File: src/rtl/tpu_pkg.sv
// Shared types and widths for the systolic array datapath.
package tpu_pkg;

  localparam int unsigned PSUM_W = 24;
  localparam int unsigned DATA_W = 8;

  typedef logic signed [PSUM_W-1:0] psum_t;

endpackage

File: src/rtl/psum_fifo.sv
// Synchronous circular-buffer FIFO for aligned partial-sum row vectors.
// A push into a full FIFO only lands when a pop frees a slot in the same cycle.
module psum_fifo #(
  parameter int unsigned W     = 96,
  parameter int unsigned DEPTH = 8
) (
  input  logic                       clk,
  input  logic                       rst,
  input  logic                       push,
  input  logic                       pop,
  input  logic [W-1:0]               din,
  output logic [W-1:0]               dout,
  output logic [$clog2(DEPTH+1)-1:0] count,
  output logic                       full,
  output logic                       empty
);

  localparam int unsigned AW = (DEPTH > 1) ? $clog2(DEPTH) : 1;
  localparam int unsigned CW = $clog2(DEPTH + 1);

  logic [W-1:0]  mem [DEPTH];
  logic [AW-1:0] wptr;
  logic [AW-1:0] rptr;
  logic          wr_en;
  logic          rd_en;

  // Pointer advance with explicit wrap so non-power-of-two depths work.
  function automatic logic [AW-1:0] ptr_next(input logic [AW-1:0] p);
    return (p == AW'(DEPTH - 1)) ? '0 : p + AW'(1);
  endfunction

  assign full  = (count == CW'(DEPTH));
  assign empty = (count == '0);
  assign rd_en = pop & ~empty;
  assign wr_en = push & (~full | rd_en);
  assign dout  = empty ? '0 : mem[rptr];

  // Storage array; contents are don't-care until written, so no reset.
  always_ff @(posedge clk) begin
    if (!rst && wr_en) begin
      mem[wptr] <= din;
    end
  end

  // Pointers and occupancy.
  always_ff @(posedge clk) begin
    if (rst) begin
      wptr  <= '0;
      rptr  <= '0;
      count <= '0;
    end else begin
      if (wr_en) wptr <= ptr_next(wptr);
      if (rd_en) rptr <= ptr_next(rptr);
      unique case ({wr_en, rd_en})
        2'b10:   count <= count + CW'(1);
        2'b01:   count <= count - CW'(1);
        default: count <= count;
      endcase
    end
  end

endmodule

File: src/rtl/psum_drain.sv
// Bottom-edge collector of the PE array: removes the column skew from the
// partial sums, queues each aligned row and serves it on valid/ready.
module psum_drain
  import tpu_pkg::*;
#(
  parameter int unsigned COLS  = 4,
  parameter int unsigned PW    = PSUM_W,
  parameter int unsigned DEPTH = 8
) (
  input  logic                       clk,
  input  logic                       rst,
  input  logic                       in_valid,
  input  logic [COLS*PW-1:0]         in_psum,
  output logic                       out_valid,
  input  logic                       out_ready,
  output logic [COLS*PW-1:0]         out_data,
  output logic [$clog2(DEPTH+1)-1:0] count,
  output logic                       stall_req,
  output logic                       overflow
);

  localparam int unsigned VW = COLS * PW;

  logic [COLS-2:0] vsr;
  logic [VW-1:0]   push_vec;
  logic            push;
  logic            pop;
  logic            full;
  logic            empty;
  logic [31:0]     inflight;

  // Row-valid shift register; the last tap marks the cycle the row is complete.
  always_ff @(posedge clk) begin
    if (rst) begin
      vsr <= '0;
    end else begin
      vsr[0] <= in_valid;
      for (int i = 1; i < int'(COLS) - 1; i++) begin
        vsr[i] <= vsr[i-1];
      end
    end
  end

  assign push = vsr[COLS-2];

  // Column c is delayed COLS-1-c cycles so every column meets the last one.
  for (genvar c = 0; c < int'(COLS) - 1; c++) begin : g_dsk
    localparam int unsigned NS = COLS - 1 - c;
    logic [PW-1:0] stg [NS];

    // Bit-exact delay line for this column.
    always_ff @(posedge clk) begin
      if (rst) begin
        for (int i = 0; i < int'(NS); i++) stg[i] <= '0;
      end else begin
        stg[0] <= in_psum[c*PW +: PW];
        for (int i = 1; i < int'(NS); i++) stg[i] <= stg[i-1];
      end
    end

    assign push_vec[c*PW +: PW] = stg[NS-1];
  end

  // The last column is already aligned and is taken live from the input.
  assign push_vec[(COLS-1)*PW +: PW] = in_psum[(COLS-1)*PW +: PW];

  assign out_valid = ~empty;
  assign pop       = out_valid & out_ready;

  psum_fifo #(
    .W     (VW),
    .DEPTH (DEPTH)
  ) u_fifo (
    .clk   (clk),
    .rst   (rst),
    .push  (push),
    .pop   (pop),
    .din   (push_vec),
    .dout  (out_data),
    .count (count),
    .full  (full),
    .empty (empty)
  );

  // Stall once queued plus in-flight rows could fill the FIFO.
  always_comb begin
    inflight = '0;
    for (int i = 0; i < int'(COLS) - 1; i++) begin
      inflight = inflight + 32'(vsr[i]);
    end
    stall_req = (32'(count) + inflight) >= 32'(DEPTH);
  end

  // Sticky drop flag: a completed row found the FIFO full with no pop.
  always_ff @(posedge clk) begin
    if (rst) begin
      overflow <= 1'b0;
    end else if (push && full && !pop) begin
      overflow <= 1'b1;
    end
  end

endmodule

File: config.mk
export PLATFORM = sky130hd
export DESIGN_NAME = psum_drain
export DESIGN_NICKNAME = d
export VERILOG_FILES = /design/src/rtl/tpu_pkg.sv /design/src/rtl/psum_fifo.sv /design/src/rtl/psum_drain.sv
export SDC_FILE = /design/constraint.sdc
export NUM_CORES = 1
export LEC_CHECK = 0
export CAP_MARGIN = 40
export CORE_AREA = 2 2 225 249
export DETAILED_ROUTE_END_ITERATION = 12
export DIE_AREA = 0 0 227 251
export HOLD_SLACK_MARGIN = 0.02
export PLACE_DENSITY = 0.9
export SLEW_MARGIN = 20
export SYNTH_ARGS = -nofsm -noshare
export SYNTH_HDL_FRONTEND = slang
export SYNTH_SLANG_ARGS = --single-unit
File: constraint.sdc
create_clock -name clk -period 22 [get_ports clk]
set_input_delay 3.3 -clock clk [delete_from_list [all_inputs] [get_ports clk]]
set_output_delay 3.3 -clock clk [all_outputs]
set_load 0.02 [all_outputs]
; Word level (Yosys, flattened, before mapping)
; Memory sizes are Yosys's and may differ from the RTL's. A register that Yosys moved wholly into a read port is not among the register bits.
; Index checks and enable logic that the tools add are counted.
[op_classes]
n_addsub = 7
n_lt_le_gt_ge = 1
n_eq_ne = 5
n_mux = 18
bitwise = 11
n_reduce_logical = 8
[ops]
columns = cell, count
row1 = 2-to-1 mux 24 bit, 6
row2 = 2-to-1 mux 96 bit, 1
row3 = OR reduction 24 bit, 1
row4 = 2-to-1 mux 3 bit, 4
row5 = one-hot mux 4 bit (2 select lines), 1
row6 = "adder 3 x 1 -> 3 bit, second input constant", 2
row7 = "equality test 3 bit, second input constant", 2
row8 = 2-to-1 mux 1 bit, 6
row9 = bitwise OR 1 bit, 6
row10 = adder 4 x 3 -> 5 bit, 1
row11 = "greater-or-equal comparator 5 x 4 -> 1 bit, second input constant", 1
row12 = "adder 4 x 1 -> 4 bit, second input constant", 1
row13 = "equality test 4 bit, second input constant", 1
row14 = logical NOT 4 bit, 1
row15 = "subtractor 4 x 1 -> 4 bit, second input constant", 1
row16 = adder 2 x 1 -> 3 bit, 1
row17 = AND 1 bit, 3
row18 = logical AND 1 bit, 3
row19 = adder 1 x 1 -> 2 bit, 1
row20 = "equality test 2 x 1 -> 1 bit, second input constant", 1
row21 = "equality test 2 bit, second input constant", 1
row22 = logical NOT 1 bit, 2
row23 = NOT 1 bit, 2
row24 = nonzero test 2 bit, 1
[word_totals]
reg_bits = 14
mem_bits_rw = 912
in_bits = 100
output_inout_bits = 103
wordCells = 59
mem_count = 4
[mem_list]
columns = memory, depth, width, read_ports, rd_ports_with_merged_regs, wr, line_no
row1 = u_fifo.mem, 8, 96, 1, 1, 1, psum_fifo.sv:21  ; logic [W-1:0] mem [DEPTH];
row2 = g_dsk[0].stg, 3, 24, 3, 0, 3, psum_drain.sv:49  ; logic [PW-1:0] stg [NS];
row3 = g_dsk[1].stg, 2, 24, 2, 0, 2, psum_drain.sv:49
row4 = g_dsk[2].stg, 1, 24, 1, 0, 1, psum_drain.sv:49

; Logic depth before layout (Yosys ltp)
[logic_depth]
word_depth = 9
mapped_depth = 13
ltp_nobuf = 12

; Hierarchy
; A second synthesis with hierarchy kept.
[unflattened]
cells_unflattened = 1631
hier_area_um2 = 34036.4
[by_module_without_submodules]
columns = mod, n_inst, cells_per_inst, area_per_inst_um2, seq_area_each_um2
row1 = psum_fifo, 1, 1306, 29955.0, 23322.4
row2 = psum_drain, 1, 325, 4081.4, 2962.8

; Least setup slack after synthesis
; Ideal clock, no wire load.
[synth_path]
path_type = input -> register
from = in rst
to = mem u_fifo.mem[0][0] (enable)
setup_ps = 668
arrival_time_ps = 10493
t_required_ps = 21332
path_slack_ps = 10839
stages = 4
path_buffers = 2
path_cell_list = clkbuf_1 > clkbuf_1 > or3_1 > nor3_1
[synth_between]
elab_chain_len = 4
[synth_rtl]
columns = element, line_no
row1 = "start, declared", psum_drain.sv:11  ; input logic rst,
row2 = logical NOT 1 bit, psum_fifo.sv:40  ; if (!rst && wr_en) begin
row3 = logical AND 1 bit, psum_fifo.sv:40
row4 = 2-to-1 mux 1 bit, psum_fifo.sv:40
row5 = 2-to-1 mux 1 bit (implied by the code), psum_fifo.sv:41  ; mem[wptr] <= din;
row6 = "end, declared", psum_fifo.sv:21
; No other way between the ends.

; Worst setup path after layout
[layout_path]
from = reg u_fifo.count[1]
to = out out_data[38]
[layout_between]
elab_chain_len = 2
[layout_rtl]
columns = element, line_no
row1 = "start, declared", psum_fifo.sv:13  ; output logic [$clog2(DEPTH+1)-1:0] count,
row2 = "start signal, assigned", psum_fifo.sv:55  ; 2'b10: count <= count + CW'(1);
row3 = "start signal, assigned", psum_fifo.sv:56  ; 2'b01: count <= count - CW'(1);
row4 = "start signal, assigned", psum_fifo.sv:57  ; default: count <= count;
row5 = logical NOT 4 bit, psum_fifo.sv:33  ; assign empty = (count == '0);
row6 = 2-to-1 mux 96 bit, psum_fifo.sv:36  ; assign dout = empty ? '0 : mem[rptr];
row7 = "end, declared", psum_drain.sv:16  ; output logic [COLS*PW-1:0] out_data,
; No other way between the ends.

==> metrics.txt <==
# TYPE chip_impl_metric gauge
chip_impl_metric{name="finish.utilization",unit="%"} 73.0
chip_impl_metric{name="routed_wl",unit="um"} 80900
chip_impl_metric{name="post_drt_via_cell_ratio",unit=""} 6.44
chip_impl_metric{name="fraction_of_the_yosys_area_taken_by_sequential_cells",unit="%"} 77.5
chip_impl_metric{name="clkLatencyLatePin",unit="ns"} 0.63
chip_impl_metric{name="worst_endpoint_data_arrival_time",unit="ns"} 4.09
chip_impl_metric{name="grt_pass1_wl",unit="um"} 113000
chip_impl_metric{name="maximum_frequency_from_static_timing_analysis",unit="MHz"} 135
chip_impl_metric{name="timing.max_cap.violations",unit=""} 0
chip_impl_metric{name="worst_slew_pin_slew",unit="ns"} 0.928
chip_impl_metric{name="syn-num-nets",unit=""} 1731
chip_impl_metric{name="cts.hold.buffers_added",unit=""} 0
chip_impl_metric{name="hold_ws",unit="ns"} 0.433
chip_impl_info{name="synth_ff_type",value="sky130_fd_sc_hd__edfxtp_1"} 1
chip_impl_info{name="holdPathEnd",value="g_dsk[1].stg[0][29]"} 1
chip_impl_metric{name="drive_gt1_share",unit="%"} 19.2
chip_impl_metric{name="design_power_total",unit="mW"} 3.84
chip_impl_info{name="critPathCaptureType",value="primary output"} 1
chip_impl_metric{name="buffer_ports.inserted",unit=""} 202
chip_impl_metric{name="design.final.nets",unit=""} 1972
chip_impl_info{name="rsz_0062_raised_after_global_routing",value="no"} 1
chip_impl_metric{name="max_slew_margin",unit="%"} 38.2
chip_impl_metric{name="postRouteAntennaNets",unit=""} 0
chip_impl_metric{name="cp.required",unit="ns"} 18.70
chip_impl_metric{name="overall_global_routing_usage",unit="%"} 27.5
chip_impl_metric{name="core-area",unit="um2"} 54500
chip_impl_metric{name="clock-sinks",unit=""} 929
chip_impl_metric{name="cts-buffers-inserted",unit=""} 85
chip_impl_metric{name="core.rowCount",unit=""} 90
chip_impl_info{name="cts_tree",value="built"} 1
chip_impl_metric{name="grt_max_degree",unit=""} 193
chip_impl_metric{name="final_period_minus_worst_setup_slack",unit="ns"} 7.39
chip_impl_metric{name="die_y",unit="um"} 251
chip_impl_metric{name="mappedNetlistArea",unit="um2"} 33900
chip_impl_metric{name="dr_total_vias",unit=""} 17200
chip_impl_info{name="critPathLaunch",value="u_fifo.count[1]"} 1
chip_impl_metric{name="die_area",unit="um2"} 57000
chip_impl_metric{name="vdd_drop_max",unit="uV"} 57.7
chip_impl_metric{name="placed_cell_count",unit=""} 2507
chip_impl_metric{name="drt_first_pass_iters",unit=""} 5
chip_impl_metric{name="final-hold-violation-count",unit=""} 0
chip_impl_metric{name="worst-r2r-cell-count",unit=""} 7
chip_impl_metric{name="synthArstFlopShare",unit="%"} 0
chip_impl_metric{name="regToRegSetupSlack",unit="ns"} 18.35
chip_impl_metric{name="die_span_x",unit="um"} 227
chip_impl_metric{name="finalSetupTns",unit="ns"} 0
chip_impl_metric{name="ys_seq_elements",unit=""} 929
chip_impl_metric{name="critical_path.max_fanout",unit=""} 58
chip_impl_metric{name="first_iter_violations",unit=""} 2124
chip_impl_metric{name="io_pins",unit=""} 203
chip_impl_metric{name="synth-edff-count",unit=""} 768
chip_impl_info{name="start_kind",value="register"} 1
chip_impl_info{name="critical_path_class",value="register to primary output"} 1
chip_impl_metric{name="remaining_drc_errors",unit=""} 0
chip_impl_metric{name="htreeDepth",unit=""} 3
chip_impl_info{name="worst_hold_path_type",value="register to register"} 1
chip_impl_info{name="worstReg2RegStart",value="u_fifo.count[1]"} 1
chip_impl_metric{name="fin_skew",unit="ns"} 0.0273
chip_impl_metric{name="drt-wirelength-per-cell",unit="um"} 30.3
chip_impl_metric{name="yosys_warnings",unit=""} 0
chip_impl_metric{name="finalSetupViolCount",unit=""} 0
chip_impl_metric{name="first_global_vias",unit=""} 17600
chip_impl_metric{name="cts.repair_timing.setup_buffer_count",unit=""} 0
chip_impl_info{name="status",value="finished, final reports clean"} 1
chip_impl_metric{name="cts_max_path_buffers",unit=""} 3
chip_impl_metric{name="dp_hpwl",unit="um"} 37600
chip_impl_metric{name="floorplan.initialDensity",unit="%"} 62.2
chip_impl_metric{name="fin_crit_sh",unit="%"} 33.6
chip_impl_metric{name="grt_remaining_overflow",unit=""} 0
chip_impl_metric{name="yosys.cell_types.count",unit=""} 38
chip_impl_info{name="cts-root-buf",value="sky130_fd_sc_hd__clkbuf_16"} 1
chip_impl_metric{name="p_leak",unit="nW"} 12.6
chip_impl_metric{name="antenna_found_initial",unit=""} 3
chip_impl_metric{name="power_density",unit="nW/um2"} 96.6
chip_impl_metric{name="syn-mean-instance-area",unit="um2"} 20.9
chip_impl_metric{name="whs_path_depth",unit=""} 1
chip_impl_metric{name="clk_pin_slew",unit="ns"} 0.06
chip_impl_info{name="worst_hold_startpoint",value="g_dsk[1].stg[0][5]"} 1
chip_impl_metric{name="timing.final.max_slew_violations",unit=""} 0
chip_impl_metric{name="finalNonFillerCells",unit=""} 2670
chip_impl_info{name="reg2reg_capture_point",value="u_fifo.mem[3][52]"} 1
chip_impl_metric{name="synthToLayoutAreaGrowth",unit="%"} 17.3
chip_impl_metric{name="gp_routability_congestion",unit=""} 0.741
chip_impl_metric{name="postCtsResizedCells",unit=""} 0
chip_impl_metric{name="synthesis.instances",unit=""} 1620
[worst max-delay path: stages, from the launching register on]
cell                              delay (ns)
sky130_fd_sc_hd__dfxtp_1                0.41
sky130_fd_sc_hd__or3_1                  0.59
sky130_fd_sc_hd__nor2_8                 0.71
sky130_fd_sc_hd__buf_4                  0.78
sky130_fd_sc_hd__nor2_1                 0.27
sky130_fd_sc_hd__clkdlybuf4s50_1        0.64
[placed cells by master (no fill, tap or decap), types with 2 or more instances in the layout]
master                            instances
sky130_fd_sc_hd__edfxtp_1               768
sky130_fd_sc_hd__clkdlybuf4s50_1        201
sky130_fd_sc_hd__mux4_2                 191
sky130_fd_sc_hd__dfxtp_1                158
sky130_fd_sc_hd__nor2b_1                149
sky130_fd_sc_hd__nor2_1                 104
sky130_fd_sc_hd__mux2i_1                 98
sky130_fd_sc_hd__clkbuf_16               90
sky130_fd_sc_hd__buf_4                   22
sky130_fd_sc_hd__clkbuf_1                17
sky130_fd_sc_hd__clkinv_2                14
sky130_fd_sc_hd__clkinv_1                12
sky130_fd_sc_hd__a21oi_1                 10
sky130_fd_sc_hd__ha_1                     9
sky130_fd_sc_hd__bufinv_16                9
sky130_fd_sc_hd__clkbuf_8                 9
sky130_fd_sc_hd__nand2_1                  7
sky130_fd_sc_hd__buf_16                   7
sky130_fd_sc_hd__buf_12                   6
sky130_fd_sc_hd__or3_1                    5
sky130_fd_sc_hd__nor2_4                   4
sky130_fd_sc_hd__nor3_2                   4
sky130_fd_sc_hd__dfxtp_4                  3
sky130_fd_sc_hd__inv_6                    3
sky130_fd_sc_hd__inv_1                    2
sky130_fd_sc_hd__o21ai_0                  2
sky130_fd_sc_hd__xor2_1                   2
sky130_fd_sc_hd__nand3_1                  2
sky130_fd_sc_hd__nand3b_1                 2
sky130_fd_sc_hd__fa_1                     2
sky130_fd_sc_hd__clkinv_8                 2
sky130_fd_sc_hd__clkinv_4                 2
[state kept, by name, indices dropped and copies added (netlist names), named ones only]
name / flops
u_fifo.wptr: 3
g_dsk.stg: 144
overflow: 1
u_fifo.count: 4
vsr: 3
u_fifo.mem: 768
u_fifo.rptr: 3
[kinds of logic (layout without fill, tap and decap cells)]
logic type	Yosys count	after routing	synth area share [%]
flops	929	929	77.5
xor+xnor	3	3	0.0775
fa+ha+maj	11	11	0.450
mux	291	291	15.7
compound gates	18	18	0.325
simple gates	282	282	4.39
buf+inv	86	399	1.59
other cells	0	1	0
[final cells by class]
cell class,instances,area [um2]
Sequential cell,929,26300
Fill cell,2919,14700
Multi-Input combinational cell,605,7150
Timing Repair Buffer,237,2500
Clock buffer,116,2440
Tap cell,736,921
Clock inverter,43,469
Inverter,3,11.3
Antenna cell,1,2.50
[per-stage QoR]
step                      setup WS (ns)  cell area (um2)
after floorplan                   10.84            33900
after global placement            14.98            36600
after detailed placement          15.27            36800
after CTS                         14.54            39700
after global routing              14.50            39800
final                             14.61            39800
[report_power, final]
part	leakage [nW]	switching, mW	internal, mW
registers	8.33	0.0178	1.91
clock network	1.43	0.656	0.888
logic	2.88	0.199	0.172
[worst max-delay path by stage]
stage,end,slack (ns),cells after the start
2_1_floorplan,u_fifo.mem[0][0],10.84,4
4_1_cts,out_data[27],14.54,5
5_1_grt,out_data[92],14.50,5
3_5_place_dp,u_fifo.mem[5][61],15.27,6
6_report,out_data[38],14.61,5
3_3_place_gp,u_fifo.mem[3][63],14.98,5
[synth_stat cells, types with 2 or more instances]
| master | instances | area share [%] |
|---|---|---|
| sky130_fd_sc_hd__edfxtp_1 | 768 | 68 |
| sky130_fd_sc_hd__mux4_2 | 191 | 13 |
| sky130_fd_sc_hd__dfxtp_1 | 161 | 9.5 |
| sky130_fd_sc_hd__nor2b_1 | 149 | 2.7 |
| sky130_fd_sc_hd__nor2_1 | 108 | 1.2 |
| sky130_fd_sc_hd__mux2i_1 | 98 | 2.9 |
| sky130_fd_sc_hd__clkbuf_1 | 26 | 0.29 |
| sky130_fd_sc_hd__buf_2 | 25 | 0.37 |
| sky130_fd_sc_hd__buf_6 | 20 | 0.66 |
| sky130_fd_sc_hd__a21oi_1 | 10 | 0.15 |
| sky130_fd_sc_hd__buf_1 | 9 | 0.10 |
| sky130_fd_sc_hd__ha_1 | 9 | 0.33 |
| sky130_fd_sc_hd__nand2_1 | 7 | 0.077 |
| sky130_fd_sc_hd__or3_1 | 5 | 0.092 |
| sky130_fd_sc_hd__nor3_1 | 4 | 0.059 |
| sky130_fd_sc_hd__buf_12 | 2 | 0.12 |
| sky130_fd_sc_hd__fa_1 | 2 | 0.12 |
| sky130_fd_sc_hd__inv_1 | 2 | 0.022 |
| sky130_fd_sc_hd__nand3_1 | 2 | 0.030 |
| sky130_fd_sc_hd__nand3b_1 | 2 | 0.044 |
| sky130_fd_sc_hd__o21ai_0 | 2 | 0.030 |
| sky130_fd_sc_hd__xor2_1 | 2 | 0.052 |
[per-layer routing]
layer / wire length (um) / GRT usage, %
met5: 13 / 0
met4: 2360 / 10.1
met3: 7470 / 5.60
met2: 41400 / 44.9
met1: 29600 / 37.4
Power figures use the tool's default switching activity.
==> variant: new RTL, config.mk and constraints unchanged <==
Compare `count` against `CW'(DEPTH)` with >= in place of ==.
--- a/src/rtl/psum_fifo.sv
+++ b/src/rtl/psum_fifo.sv
@@ -29,7 +29,7 @@
     return (p == AW'(DEPTH - 1)) ? '0 : p + AW'(1);
   endfunction
 
-  assign full  = (count == CW'(DEPTH));
+  assign full  = (count >= CW'(DEPTH));
   assign empty = (count == '0);
   assign rd_en = pop & ~empty;
   assign wr_en = push & (~full | rd_en);
Function: same outputs for any inputs over 4 cycles, from zero or initial values and one cycle with rst high; that may be too few to reach the edited logic, so the function may still have changed.
==> variant against the original RTL <==
  * Worst hold slack about the same
  * Clock skew decreased by 0.0034 ns
  * Area after synthesis increased by 0.11%
  * Register-to-register slack improved by 0.54 ns
  * Routed wire length decreased by 13%
  * Total power decreased by 1.3%
  * Worst setup slack improved by 0.39 ns
  * Design area about the same
  * Sequential share of layout area about the same
  * Cell count about the same
  * Sequential cell count unchanged
  * Largest power group unchanged
  * Highest routed layer unchanged
==> variant: results (changes against the original RTL) <==
[worst_setup_path]
r2r_cells=12  ; was 7
crit_slowest_cell=dfxtp_4  ; was buf_4
worstReg2RegEnd=u_fifo.count[2]$_SDFFE_PP0P_  ; was u_fifo.mem[3][52]$_DFFE_PP_
crit_arrival_ns=3.70  ; was 4.09 ns
cp-endpoint=out_data[49]  ; was out_data[38]
cp_max_fo=50  ; was 58
slowest_delay_ns=0.59  ; was 0.78 ns
cp_top_family=buffers and inverters  ; was simple AND/OR/NAND/NOR gates

[sta]
period_share=0.318  ; was 0.336
hold-worst-slack_ns=0.433  ; about the same
skew_ns=0.0239  ; was 0.0273 ns

[routing]
wl_per_cell_um=26.5  ; was 30.3 um
dr.first_iter.drc_count=1648  ; was 2124

[synthesis]
synthTopCellsByCount=edfxtp_1, mux4_2, dfxtp_1  ; unchanged
ys_seq_area_frac=0.774  ; was 0.775
syn_inst=1621  ; was 1620
synth_cell_types=28  ; was 38
synth_area_leaders=edfxtp_1, mux4_2, dfxtp_1  ; unchanged

[placement]
placedCellCount=2510  ; was 2507
detailedPlace.worstSlack_ns=15.68  ; was 15.27 ns
dpl_cell_area_mm2=0.0368  ; about the same
hpwl_um=37000  ; was 37600 um
gp_congestion=0.699  ; was 0.741

[final_layout]
layout-drive-gt1-share=0.195  ; was 0.192
final_nets=1975  ; was 1972
stdcell_count=2672  ; was 2670

[hold_path]
min_to=g_dsk[0].stg[0][66]$_SDFF_PP0_  ; was g_dsk[1].stg[0][29]$_SDFF_PP0_
holdCritStartpoint=g_dsk[0].stg[0][42]$_SDFF_PP0_  ; was g_dsk[1].stg[0][5]$_SDFF_PP0_

[power_and_ir_drop]
ir_drop_mv=0.0974  ; was 0.0577 mV
p_leak_uw=0.0126  ; about the same

[global_routing]
grt_pass1_vias=17000  ; was 17600
grt_pass1_wl_um=106000  ; was 113000 um
track_usage=0.255  ; was 0.275
grt_max_degree=111  ; was 193

[run_status]
outcome=completed  ; unchanged

[variant: cell count changes after synthesis, moves of 2 or more]
cell	before	now
buf_2	25	31
buf_6	20	11
nand2_1	7	11
nand3_1	2	6
buf_1	9	5
nor2_1	108	106
a31oi_1	1	3
buf_12	2	10
[variant: cells by family (layout without fill, tap and decap cells)]
family,count (synthesis),in the layout,synth area share
compound gates,16,16,0.00262
xor+xnor,3,3,0.000774
fa+ha+maj,11,11,0.00449
buf+inv,87,401,0.0180
flops,929,929,0.774
mux,290,290,0.156
other cells,0,1,0
simple gates,285,285,0.0440
[variant: power by group]
group          leakage [uW]  internal, uW  total, uW  switching [uW]
Sequential          0.00833          1910       1930            20.2
Combinational       0.00287           170        354             184
Clock               0.00141           883       1510             624
Total                0.0126          2970       3790             828
[variant: worst reg2reg max path, stage by stage, from the launching register on]
cell     delay (ns)
dfxtp_1        0.45
nor4_4         0.29
buf_4          0.55
inv_2          0.12
nand2_1        0.17
inv_1          0.08
ha_1           0.27
xor2_1         0.17
ha_1           0.20
a21oi_1        0.17
xor2_1         0.10
or3_1          0.31
a21oi_1        0.15
[variant: cell type report]
type	instances	area [um^2]
Sequential cell	929	26300
Fill cell	2943	14700
Multi-Input combinational cell	605	7120
Timing Repair Buffer	240	2540
Clock buffer	119	2440
Tap cell	736	921
Clock inverter	39	454
Inverter	3	11.3
Antenna cell	1	2.50
[variant: routing by layer]
layer  track usage  vias to the layer above  routed length, um  part of all wire
met1         0.339                     8447              27000              0.38
met4         0.101                        2               2280             0.032
met5             0                        -                 13           0.00018
met2         0.428                      781              36600              0.52
li1              -                     6869                  -                 -
met3        0.0400                      138               4870             0.069
